<file path="src/rtl/mac_seq_pkg.sv">
// Shared definitions for the MAC sequencer and the wrapper-side benches.
// Lane i of a packed x/w group occupies bits [i*bw +: bw].
package mac_seq_pkg;
   typedef enum logic [1:0] {
      IDLE = 2'd0,
      RUN  = 2'd1,
      DONE = 2'd2
   } state_e;

   localparam int LANES = 4;
endpackage

</file>
<file path="src/rtl/mac_seq_fsm.sv">
// Job sequencing for the MAC sequencer: group counting, capture timing and handshakes.
//
// state | meaning
// IDLE  | waiting for start; in_ready low
// RUN   | accepting groups, capturing the wrapper output one cycle after each beat
// DONE  | result held with result_valid high until result_ready
module mac_seq_fsm
   import mac_seq_pkg::*;
#(
   parameter int len_bw = 8
) (
   input  logic              clk,
   input  logic              reset,
   input  logic              start,
   input  logic [len_bw-1:0] num_groups,
   input  logic              in_valid,
   input  logic              result_ready,
   output logic              in_ready,
   output logic              result_valid,
   output logic              busy,
   output logic              job_start,
   output logic              accept,
   output logic              capture,
   output logic              final_capture
);

   state_e            state_q, state_d;
   logic [len_bw-1:0] count_q;
   logic [len_bw-1:0] ng_q;
   logic              pend_q;

   assign busy = (state_q != IDLE);

   always_comb begin
      state_d       = state_q;
      in_ready      = 1'b0;
      result_valid  = 1'b0;
      job_start     = 1'b0;
      accept        = 1'b0;
      capture       = 1'b0;
      final_capture = 1'b0;
      case (state_q)
         IDLE: begin
            if (start) begin
               job_start = 1'b1;
               state_d   = (num_groups == '0) ? DONE : RUN;
            end
         end
         RUN: begin
            in_ready = (count_q < ng_q);
            accept   = in_valid & in_ready;
            capture  = pend_q;
            // The last beat's product is only visible in the cycle after it was registered.
            if ((count_q == ng_q) && pend_q && !accept) begin
               final_capture = 1'b1;
               state_d       = DONE;
            end
         end
         DONE: begin
            result_valid = 1'b1;
            if (result_ready) state_d = IDLE;
         end
         default: state_d = IDLE;
      endcase
   end

   always_ff @(posedge clk) begin
      if (reset) begin
         state_q <= IDLE;
         count_q <= '0;
         ng_q    <= '0;
         pend_q  <= 1'b0;
      end else begin
         state_q <= state_d;
         if (job_start) begin
            count_q <= '0;
            ng_q    <= num_groups;
            pend_q  <= 1'b0;
         end else if (state_q == RUN) begin
            pend_q <= accept;
            if (accept) count_q <= count_q + 1'b1;
         end
      end
   end

endmodule

</file>
<file path="src/rtl/mac_seq_ctrl.sv">
// Drives the 4-lane dot-product MAC wrapper from a group stream and folds its
// combinational output back into an accumulator, returning the final sum.
module mac_seq_ctrl
   import mac_seq_pkg::*;
#(
   parameter int bw      = 4,
   parameter int psum_bw = 16,
   parameter int len_bw  = 8
) (
   input  logic                  clk,
   input  logic                  reset,
   input  logic                  start,
   input  logic [len_bw-1:0]     num_groups,
   input  logic                  in_valid,
   output logic                  in_ready,
   input  logic [LANES*bw-1:0]   x_in,
   input  logic [LANES*bw-1:0]   w_in,
   output logic [LANES*bw-1:0]   x_out,
   output logic [LANES*bw-1:0]   w_out,
   output logic [psum_bw-1:0]    psum_out,
   input  logic [psum_bw-1:0]    mac_out,
   output logic [psum_bw-1:0]    result,
   output logic                  result_valid,
   input  logic                  result_ready,
   output logic                  busy
);

   logic               job_start;
   logic               accept;
   logic               capture;
   logic               final_capture;
   logic [psum_bw-1:0] acc;

   mac_seq_fsm #(
      .len_bw(len_bw)
   ) u_fsm (
      .clk          (clk),
      .reset        (reset),
      .start        (start),
      .num_groups   (num_groups),
      .in_valid     (in_valid),
      .result_ready (result_ready),
      .in_ready     (in_ready),
      .result_valid (result_valid),
      .busy         (busy),
      .job_start    (job_start),
      .accept       (accept),
      .capture      (capture),
      .final_capture(final_capture)
   );

   assign psum_out = acc;

   // mac_out already equals acc + dot(x_out, w_out), so capture is a plain load.
   always_ff @(posedge clk) begin
      if (reset) begin
         x_out  <= '0;
         w_out  <= '0;
         acc    <= '0;
         result <= '0;
      end else begin
         if (accept) begin
            x_out <= x_in;
            w_out <= w_in;
         end
         if (job_start)    acc <= '0;
         else if (capture) acc <= mac_out;
         if (job_start)          result <= '0;
         else if (final_capture) result <= mac_out;
      end
   end

endmodule

</file>
<file path="config.mk">
export PLATFORM = sky130hd
export DESIGN_NAME = mac_seq_ctrl
export DESIGN_NICKNAME = d
export VERILOG_FILES = /design/src/rtl/mac_seq_pkg.sv /design/src/rtl/mac_seq_fsm.sv /design/src/rtl/mac_seq_ctrl.sv
export SDC_FILE = /design/constraint.sdc
export NUM_CORES = 1
export LEC_CHECK = 0
export CORE_ASPECT_RATIO = 1.75
export CORE_UTILIZATION = 44
export DETAILED_ROUTE_END_ITERATION = 6
export HOLD_SLACK_MARGIN = 0.03
export PLACE_DENSITY = 0.89
export SLEW_MARGIN = 20
export SYNTH_ARGS = -nofsm -noshare
export SYNTH_HDL_FRONTEND = slang
export SYNTH_SLANG_ARGS = --single-unit
export TNS_END_PERCENT = 50
</file>
<file path="constraint.sdc">
create_clock -name clk -period 2.9 [get_ports clk]
set_clock_uncertainty 0.15 [all_clocks]
set_input_delay 0.435 -clock clk [delete_from_list [all_inputs] [get_ports clk]]
set_output_delay 0.435 -clock clk [all_outputs]
set_load 0.05 [all_outputs]
</file>
==> results_dict.tcl <==
set metrics [dict create \
    placed_cells_incl_taps 600 \
    die_area_mm2 0.00817 \
    finalInstanceArea_mm2 0.00503 \
    ctsResizeCount 0 \
    grt_pass1_vias 3431 \
    clk_pin_slew_ns 0.06 \
    fin_ws_ns 0.505 \
    async_reset_ff_frac 0 \
    worst-r2r-cell-count 8 \
    post-dp-hpwl_um 6960 \
    max-cap-violations 0 \
    drt_iter0_drc 167 \
    avgViaCountPerCell 5.54 \
    portBuffers 127 \
    routed_wl_um 9700 \
    ioPinCount 128 \
    wl_per_cell_um 15.8 \
    syn2layout_area_growth_pct 46.6 \
    powerDensity_mw_per_mm2 545 \
    synth_cell_types 40 \
    ys_seq_area_frac 0.484 \
    min_path_type "register to register" \
    path_class "register to output port" \
    fin_crit_ns 2.39 \
    reg2reg_from "u_fsm.ng_q[7]" \
    std_cell_rows 42 \
    hp-start "u_fsm.ng_q[7]" \
    p_total_w 0.00274 \
    clock-sinks 83 \
    synth_nets 481 \
    synth_flop_cell "dfxtp_1" \
    drive_above_1_share 0.0606 \
    gr-usage-all-layers 0.247 \
    path_max_fanout 2 \
    firstDrtPassIters 4 \
    final-max-slew-violation-count 0 \
    synthesis.instances 411 \
    reg2reg_slack_ns 0.58 \
    dpl_cell_area_mm2 0.00473 \
    ctsHoldBuffers 0 \
    fin_cells 616 \
    grt_overflow 0 \
    slew_headroom 0.557 \
    diodes 0 \
    postCtsSetupBuffers 0 \
    r2r_end "result[5]" \
    numCtsBuffers 9 \
    tightest_slew_ns 0.665 \
    min_path_cells 2 \
    max_stage_delay_ns 0.33 \
    synth_area_mm2 0.00343 \
    initial_utilization 0.454 \
    grt_max_degree 47 \
    cts_tree "built" \
    clockBufferDepth 2 \
    leakage_nw 1.87 \
    synth_edf_count 0 \
    cts_root_buffer "clkbuf_16" \
    synth_seq_cells 83 \
    whs_endpoint "u_fsm.ng_q[7]" \
    fmax_mhz 418 \
    drc_errors 0 \
    vdd.ir_drop.worst_v 0.000365 \
    die_x_um 68.8 \
    coreArea_mm2 0.00757 \
    crit_chain "inv_1, ha_1, nor2b_1, o21bai_2, a21oi_2, nor3_2, buf_4" \
    slowest_stage "dfxtp_1" \
    finalHoldViolations 0 \
    htree_num_levels 3 \
    syn_area_per_cell_um2 8.35 \
    status "complete, no violations" \
    grt_pass1_wl_um 15300 \
    ys_warn_count 0 \
    num_vias 3410 \
    critPathCaptureType "output port" \
    crit_start "u_fsm.ng_q[1]" \
    rsz0062_at_grt "false" \
    start_kind "register" \
    fin_nets 593 \
    tns_ns 0 \
    insertion_delay_ns 0.33 \
    setup_viol 0 \
    drt.antenna.violating_nets 0 \
    finalCritPeriodShare 0.826 \
    cp.arrival_ns 1.81 \
    dp_slack_ns 0.569 \
    antenna_found_initial 0 \
    die_height_um 119 \
    cp.required_ns 2.32 \
    gp_congestion 0.938 \
]
state kept, by name (all words and copies together), names as in the netlist:
register,cells
psum_out,16
result,16
w_out,16
x_out,16
u_fsm.count_q,8
u_fsm.ng_q,8
u_fsm.state_q,2
u_fsm.pend_q,1
worst max path at each step:
stage,end,slack [ns],depth (start not counted)
floorplan,in_ready,0.36,8
global placement,result[0],0.66,6
detailed placement,result[6],0.57,6
CTS,in_ready,0.50,7
global route,in_ready,0.43,7
finish,in_ready,0.51,7
final cells by class:
class / count / area, µm²
Clock buffer: 10 / 239
Clock inverter: 6 / 65.1
Fill cell: 612 / 2540
Inverter: 10 / 37.5
Multi-Input combinational cell: 286 / 1600
Sequential cell: 83 / 1660
Tap cell: 88 / 110
Timing Repair Buffer: 133 / 1310
cells in the mapped netlist, drive strengths merged (2+ instances only):
| library cell | count | area [µm²] |
|---|---|---|
| o211ai | 2 | 15.0 |
| dfxtp | 83 | 1660 |
| nor2 | 19 | 71.3 |
| o311ai | 2 | 17.5 |
| nand2b | 2 | 12.5 |
| buf | 19 | 106 |
| nor2b | 2 | 12.5 |
| nor3 | 2 | 10.0 |
| nor4 | 2 | 12.5 |
| clkbuf | 13 | 50.0 |
| nand3 | 38 | 195 |
| nand2 | 60 | 225 |
| and2 | 2 | 12.5 |
| o21ai | 37 | 185 |
| ha | 9 | 113 |
| or4 | 4 | 30.0 |
| or3 | 2 | 12.5 |
| inv | 10 | 37.5 |
| and3 | 5 | 32.5 |
| o31ai | 2 | 15.0 |
| a21oi | 70 | 358 |
| mux2i | 16 | 160 |
| nand4 | 3 | 18.8 |
layout by cell type, fill, tap and decap left out, types with 2 or more instances in the layout:
cell type and instances:
a21oi_1 67, a21oi_2 3, and2_1 2, and3_1 4, buf_4 7, clkbuf_16 9, clkdlybuf4s50_1 126, clkinv_2 2
clkinv_4 2, dfxtp_1 83, ha_1 9, inv_1 10, mux2i_1 16, nand2_1 60, nand2b_1 2, nand3_1 37
nand4_1 3, nor2_1 19, nor2b_1 2, nor4_1 2, o211ai_1 2, o21ai_0 35, o21ai_1 2, o31ai_1 2
or3_1 2, or4_1 4
report_power, final:
| part | leakage, nW | switching (W) | total (W) | internal, W |
|---|---|---|---|---|
| Sequential | 0.672 | 0.0000176 | 0.00119 | 0.00117 |
| Combinational | 1.05 | 0.000264 | 0.000424 | 0.000161 |
| Clock | 0.148 | 0.000440 | 0.00113 | 0.000689 |
| Total | 1.87 | 0.000722 | 0.00274 | 0.00202 |
kinds of logic after synthesis:
logic type,count (synthesis),synth area share
AO/OA/AOI/OAI,117,0.185
adder cells (fa/ha/maj),9,0.0328
buffers and inverters,42,0.0565
flip-flops,83,0.484
multiplexers,16,0.0467
AND/OR/NAND/NOR,144,0.195
critical path, delay by kind of cell (launching register included):
| kind | cells | cell delay (ns) |
|---|---|---|
| buffers and inverters | 2 | 0.28 |
| DFF | 1 | 0.33 |
| adders and majority gates | 1 | 0.30 |
| AOI/OAI and AO/OA | 2 | 0.24 |
| and+or+nand+nor | 2 | 0.33 |
stage by stage:
step	hold slack (ns)	util
final	0.305	0.665
after global routing	0.327	0.665
after CTS	0.306	0.665
after detailed placement	0.298	0.625
after global placement	0.293	0.625
after floorplan	0.286	-
metal layers:
metal  vias up  track usage  routed length [µm]
met5         -            0                   0
met4         0        0.124                 330
met3        28       0.0670                 545
met2       148        0.458                5400
met1      1591        0.232                3430
li1       1643            -                   -
No activity file was read; power rests on OpenSTA's default activity.
